`config.mk`:
```
export PLATFORM = sky130hd
export DESIGN_NAME = apb_bridge_node
export DESIGN_NICKNAME = d
export VERILOG_FILES = /design/src/rtl/apb_bridge_node.sv
export SDC_FILE = /design/constraint.sdc
export NUM_CORES = 1
export LEC_CHECK = 0
export BUFFER_PORTS_ARGS = -buffer_cell sky130_fd_sc_hd__buf_2
export CAP_MARGIN = 20
export CELL_PAD_IN_SITES_DETAIL_PLACEMENT = 0
export CELL_PAD_IN_SITES_GLOBAL_PLACEMENT = 1
export CORE_AREA = 4 4 189 191
export DETAILED_ROUTE_END_ITERATION = 6
export DIE_AREA = 0 0 193 195
export PLACE_DENSITY_LB_ADDON = 0.15
export SYNTH_ARGS = -nofsm -noshare
export SYNTH_HDL_FRONTEND = slang
export SYNTH_SLANG_ARGS = --single-unit
```
`constraint.sdc`:
```
create_clock -name HCLK -period 2.7 [get_ports HCLK]
set_clock_uncertainty 0.1 [all_clocks]
set_input_delay 0.54 -clock HCLK [delete_from_list [all_inputs] [get_ports HCLK]]
set_output_delay 0.54 -clock HCLK [all_outputs]
set_load 0.02 [all_outputs]
```
`src/rtl/apb_bridge_node.sv`:
```
// Registered APB 1-to-N bridge: decodes one master port onto NB_SLAVES slave
// ports, rejects unmapped accesses and aborts slaves that stall too long.
module apb_bridge_node #(
  parameter int NB_SLAVES      = 9,
  parameter int APB_ADDR_WIDTH = 32,
  parameter int APB_DATA_WIDTH = 32,
  parameter int TIMEOUT        = 16,
  parameter logic [NB_SLAVES*APB_ADDR_WIDTH-1:0] START_ADDR = '0,
  parameter logic [NB_SLAVES*APB_ADDR_WIDTH-1:0] END_ADDR   = '0
) (
  input  logic                                HCLK,
  input  logic                                HRESETn,
  input  logic [APB_ADDR_WIDTH-1:0]           m_paddr,
  input  logic [APB_DATA_WIDTH-1:0]           m_pwdata,
  input  logic                                m_pwrite,
  input  logic                                m_psel,
  input  logic                                m_penable,
  output logic [APB_DATA_WIDTH-1:0]           m_prdata,
  output logic                                m_pready,
  output logic                                m_pslverr,
  output logic [APB_ADDR_WIDTH-1:0]           s_paddr,
  output logic [APB_DATA_WIDTH-1:0]           s_pwdata,
  output logic                                s_pwrite,
  output logic                                s_penable,
  output logic [NB_SLAVES-1:0]                s_psel,
  input  logic [NB_SLAVES*APB_DATA_WIDTH-1:0] s_prdata,
  input  logic [NB_SLAVES-1:0]                s_pready,
  input  logic [NB_SLAVES-1:0]                s_pslverr,
  output logic                                timeout_o,
  output logic                                unmapped_o
);

  localparam int IW = (NB_SLAVES > 1) ? $clog2(NB_SLAVES) : 1;
  localparam int CW = (TIMEOUT > 0) ? $clog2(TIMEOUT + 1) : 1;

  typedef enum logic [1:0] {IDLE, SETUP, ACCESS, RESP} state_t;

  state_t              state, state_n;
  logic [IW-1:0]       idx_q, dec_idx;
  logic [CW-1:0]       cnt_q, cnt_nxt;
  logic [NB_SLAVES-1:0] hit;
  logic                dec_hit;
  logic [APB_DATA_WIDTH-1:0] rdata_q;
  logic                err_q, tmo_q, unm_q;
  logic                latch, capture, abort, reject, cnt_inc;

  for (genvar i = 0; i < NB_SLAVES; i++) begin : g_dec
    assign hit[i] = (m_paddr >= START_ADDR[i*APB_ADDR_WIDTH +: APB_ADDR_WIDTH]) &&
                    (m_paddr <= END_ADDR[i*APB_ADDR_WIDTH +: APB_ADDR_WIDTH]);
  end

  // Scan from the top so the lowest matching index overrides the rest.
  always_comb begin
    dec_idx = '0;
    dec_hit = 1'b0;
    for (int i = NB_SLAVES - 1; i >= 0; i--) begin
      if (hit[i]) begin
        dec_idx = IW'(i);
        dec_hit = 1'b1;
      end
    end
  end

  assign cnt_nxt = cnt_q + 1'b1;

  always_comb begin
    state_n = state;
    latch   = 1'b0;
    capture = 1'b0;
    abort   = 1'b0;
    reject  = 1'b0;
    cnt_inc = 1'b0;
    case (state)
      IDLE: begin
        if (m_psel && !m_penable) begin
          latch = 1'b1;
          if (dec_hit) begin
            state_n = SETUP;
          end else begin
            reject  = 1'b1;
            state_n = RESP;
          end
        end
      end
      SETUP: state_n = ACCESS;
      ACCESS: begin
        if (s_pready[idx_q]) begin
          capture = 1'b1;
          state_n = RESP;
        end else if ((TIMEOUT != 0) && (cnt_nxt == CW'(TIMEOUT))) begin
          abort   = 1'b1;
          state_n = RESP;
        end else begin
          cnt_inc = 1'b1;
        end
      end
      RESP: begin
        // A master that dropped psel forfeits the response.
        if (!m_psel || m_penable) state_n = IDLE;
      end
      default: state_n = IDLE;
    endcase
  end

  always_ff @(posedge HCLK or negedge HRESETn) begin
    if (!HRESETn) begin
      state    <= IDLE;
      idx_q    <= '0;
      cnt_q    <= '0;
      s_paddr  <= '0;
      s_pwdata <= '0;
      s_pwrite <= 1'b0;
      rdata_q  <= '0;
      err_q    <= 1'b0;
      tmo_q    <= 1'b0;
      unm_q    <= 1'b0;
    end else begin
      state <= state_n;
      tmo_q <= abort;
      unm_q <= reject;
      if (latch) begin
        s_paddr  <= m_paddr;
        s_pwdata <= m_pwdata;
        s_pwrite <= m_pwrite;
        idx_q    <= dec_idx;
        cnt_q    <= '0;
        rdata_q  <= '0;
        err_q    <= !dec_hit;
      end else if (cnt_inc) begin
        cnt_q <= cnt_nxt;
      end
      if (capture) begin
        rdata_q <= s_prdata[idx_q*APB_DATA_WIDTH +: APB_DATA_WIDTH];
        err_q   <= s_pslverr[idx_q];
      end else if (abort) begin
        rdata_q <= '0;
        err_q   <= 1'b1;
      end
    end
  end

  always_comb begin
    s_psel = '0;
    if (state == SETUP || state == ACCESS) s_psel[idx_q] = 1'b1;
  end

  assign s_penable  = (state == ACCESS);
  assign m_pready   = (state == RESP) && m_psel && m_penable;
  assign m_prdata   = m_pready ? rdata_q : '0;
  assign m_pslverr  = m_pready && err_q;
  assign timeout_o  = tmo_q;
  assign unmapped_o = unm_q;

endmodule

```
# [Word level (Yosys, flattened, before mapping)]
# Cells that the tools add are included.
[word_totals] ff_bits=107 in_bits=375 output_inout_bits=111 elab_cells=63
[classes] addsub=1 n_lt_le_gt_ge=2 n_eq_ne=7 mux=30 reduce_logical=14
[op_table] cell="32-bit 2-to-1 mux" count=4
[op_table] cell="32-bit by 1-bit greater-or-equal comparator with 1-bit output, second input constant" count=1
[op_table] cell="32-bit by 1-bit less-or-equal comparator with 1-bit output, second input constant" count=1
[op_table] cell="1-bit 2-to-1 mux" count=18
[op_table] cell="2-bit 2-to-1 mux" count=5
[op_table] cell="5-bit 2-to-1 mux" count=2
[op_table] cell="2-bit case mux with 4 select lines" count=1
[op_table] cell="5-bit by 1-bit adder with 5-bit output, second input constant" count=1
[op_table] cell="5-bit equality test, second input constant" count=1
[op_table] cell="1-bit logical AND" count=5
[op_table] cell="2-bit equality test, second input constant" count=2
[op_table] cell="2-bit inequality test, second input constant" count=2
[op_table] cell="1-bit zero test" count=3
[op_table] cell="3-bit by 1-bit inequality test with 1-bit output, second input constant" count=1
[op_table] cell="3-bit AND reduction" count=1
[op_table] cell="3-bit nonzero test" count=1
[op_table] cell="2-bit by 1-bit equality test with 1-bit output, second input constant" count=1
[op_table] cell="2-bit zero test" count=1
[op_table] cell="1-bit logical OR" count=2
[op_table] cell="2-bit nonzero test" count=1

# [Logic depth before layout (Yosys ltp)]
[depth] ltp_word=7 mapped_depth=9 mapped_depth_nobuf=6

# [Least setup slack after synthesis]
# OpenSTA, ideal clock, no wires.
[synth_path] path_type="input to output" startpoint="input m_psel" endpoint="output m_prdata[22]" arrival_time_ps=1479 t_required_ps=2060 slack_ps=581 cell_stages=4 n_path_buf=2 path_cell_list="and3_1 -> clkbuf_1 -> clkbuf_1 -> and2_1"
[synth_via] elab_chain_len=3
[synth_lines] element="from (decl)" line="16" source="input logic m_psel,"
[synth_lines] element="1-bit logical AND (2 in a row)" line="148" source="assign m_pready = (state == RESP) && m_psel && m_penable;"
[synth_lines] element="named net m_pready" line="19" source="output logic m_pready,"
[synth_lines] element="32-bit 2-to-1 mux" line="149" source="assign m_prdata = m_pready ? rdata_q : '0;"
[synth_lines] element="to (decl)" line="18" source="output logic [APB_DATA_WIDTH-1:0] m_prdata,"
# The timed path passes the listed nets, and every way through them passes these cells.

# [Final worst setup path]
[layout_path] startpoint="register state[1]" endpoint="output m_prdata[21]"
[layout_via] elab_chain_len=4
[layout_lines] element="from (decl)" line="38" source="state_t state, state_n;"
[layout_lines] element="from (signal assigned)" line="118" source="state <= state_n;"
[layout_lines] element="2-bit equality test" line="148"
[layout_lines] element="1-bit logical AND (2 in a row)" line="148"
[layout_lines] element="32-bit 2-to-1 mux" line="149"
# No other way between the ends.

==> out/results.ini <==
[outcome]
status = complete, no violations

[routing]
routed_wl_mm = 16.2
vias_per_cell = 3.47
drc = 0
first_pass_iters = 4
vias = 3896
ant_nets = 0
drt_iter0_drc = 121
wl_per_cell_um = 14.4

[synthesis]
synthMuxAreaShare_pct = 1.18
synthAdderAreaFrac_pct = 1.38
synth-seq-cells = 107
seq_area_frac_synth_pct = 59.0
synth_edf_count = 0
ys_top_cells_by_area = dfrtp_1, nand2_1, a22o_1
synth.yosys.warnings = 0
synth_area_per_cell_um2 = 9.75
yosys.area_share.simple_pct = 25.0
synth-xor-area-share_pct = 0.579
ys_types = 35
synth_compound_area_share_pct = 8.13
synth_cells = 466
yosysTopAreaCell = dfrtp_1
yosysMostFrequentCell = nand2_1
syn_area_um2 = 4540
synth_flop_cell = dfrtp_1
yosys-top-cells-count = nand2_1, dfrtp_1, and2_1
yosysTopAreaCellShare_pct = 59.0
synth_top_family_by_area = simple AND/OR/NAND/NOR gates
async_flop_share_pct = 100

[worst_setup_path]
r2r_slack_ns = 0.53
cp_top_family = buffers and inverters
startpoint_type = flip-flop
cpPeakStageDelay_ns = 0.39
r2r_end = err_q$_DFFE_PN0P_
timing.rr.start = cnt_q[0]$_DFFE_PN0P_
crit_slowest_cell = dfrtp_1
cp.buffers_inverters = 2
cp.arrival_ns = 1.78
cp.depth = 5
cp_cell_sequence = ha_1 > and3_1 > buf_4 > and2_1 > buf_2
crit_type = reg -> out
rr_worst_depth = 7
path_max_fanout = 34
critPathRequiredTime_ns = 2.06
cp-end-kind = output port

[sta]
final.setup.tns_ns = 0
drv_slew = 0
finalSetupViolations = 0
fmax_ghz = 0.413
rsz0062_at_grt = no
tightestPinTransition_ns = 0.521
finalHoldViolCount = 0
post-route-period-util_pct = 89.6
fin_crit_ns = 2.42
relSlewSlack_pct = 65.3

[worst_hold_path]
worst_hold_startpoint = m_pwdata[7]
whs_path_depth = 3
min_path_type = in -> reg
hold_end = s_pwdata[7]$_DFFE_PN0P_

[cts]
cts_htree_levels = 3
cts-root-buf = clkbuf_16
clk_pin_slew_ns = 0.07
clock_path_buffers = 2
cts_tree = done
numCtsBuffers = 9
clock-sinks = 107
clkLatencyLatePin_ns = 0.37
post_cts_buffers = 0

[finish]
final_core_util_pct = 18.8
drive_gt1_share_pct = 35.0
nets = 1044
n_antenna_cell = 0
syn2layout_area_growth_pct = 41.1

[place]
gp_congestion = 0.720
dp_hpwl_mm = 11.7
portBuffers = 205

[floorplanning]
die_h_um = 195
core_um2 = 34100
pin_count = 486
rows = 68
initial_core_util_pct = 13.3
fp.dieArea_um2 = 37600
die_x_um = 193

[power]
power.leakage_nw = 3.43
pwr_density_cell_nw_per_um2 = 1110
ir_worst_vdd_mv = 0.346

[global_route]
grt_pass1_vias = 4046
grt_util_all_layers_pct = 8.62
antenna_found_initial = 3
grt_pass1_wl_mm = 24.8
overflow = 0
grt_max_degree = 70

[job]
max-cap-violations = 0

## through the flow
step                hold WS, ns  std cells  total power, mW  setup WS [ns]  instance area [µm²]
finish                    0.256       1124             7.12          0.281                 6410
global route              0.235       1124             7.73          0.131                 6410
CTS                       0.227       1124             7.32          0.216                 6410
detailed placement        0.289       1107             5.72          0.236                 6070
global placement          0.288       1107             5.71          0.221                 6070
floorplan                 0.144        473             4.61          0.581                 4570
## worst max-delay path by stage
stage,from,end
after detailed placement,m_paddr[25],state[1]$_DFFE_PN0P_
after CTS,state[1]$_DFFE_PN0P_,m_pslverr
final,state[1]$_DFFE_PN0P_,m_prdata[21]
after floorplan,m_psel,m_prdata[22]
after global placement,m_paddr[17],state[1]$_DFFE_PN0P_
after global routing,state[1]$_DFFE_PN0P_,m_prdata[21]
## repair_timing
action,4_1_cts,5_1_grt
hold buffers,1,0
hold endpoints to repair,6,0
resized for setup,0,0
endpoints found under the setup margin,0,0
## final cells by class
class / instances / area (µm²)
Timing Repair Buffer: 215 / 1140
Clock inverter: 4 / 72.6
Sequential cell: 107 / 2680
Clock buffer: 12 / 256
Fill cell: 3807 / 27700
Inverter: 3 / 11.3
Multi-Input combinational cell: 328 / 1680
Tap cell: 455 / 569
## power breakdown
part	switching, mW	leakage, nW	internal [mW]
sequential	0.410	1.35	2.36
combinational	1.82	1.93	1.03
clock	0.643	0.159	0.864
## worst min-delay path, delay by kind of cell
kind          cells  cell delay [ns]
buf+inv           1             0.07
simple gates      2             0.08
## logic make-up after synthesis
kind of cell,count (synthesis)
buffers and inverters,38
other,1
muxes,4
xor gates and xnor gates,3
AOI/OAI and AO/OA,44
adders and majority gates,5
and+or+nand+nor,264
DFF,107
## placed cells by master (no fill, tap or decap), types with 2 or more instances in the layout
cell type,instances
buf_4,7
nor2b_1,2
conb_1,8
clkbuf_16,9
inv_1,3
buf_2,204
xnor2_1,3
dfrtp_1,107
a31oi_1,2
buf_12,3
nand4_1,2
bufinv_16,2
nand2b_1,3
mux2i_1,2
nor2_1,10
a211oi_1,2
nor4_1,8
o21ai_0,2
nand2_1,197
a22o_1,33
ha_1,5
clkbuf_8,2
and2_1,35
## flip-flops by register name (all words and copies together) (netlist names)
name        count
s_pwdata       32
timeout_o       1
rdata_q        32
s_paddr        32
unmapped_o      1
state           2
s_pwrite        1
cnt_q           5
err_q           1
## metal layers
layer	track usage, %	up-vias	part of all wire, %
met3	4.33	17	9.9
met1	10.9	1841	45
met5	0	-	0.18
li1	-	1882	-
met2	13.0	150	44
met4	2.36	6	1.2
Note: power is estimated with default switching activity, not from simulation.
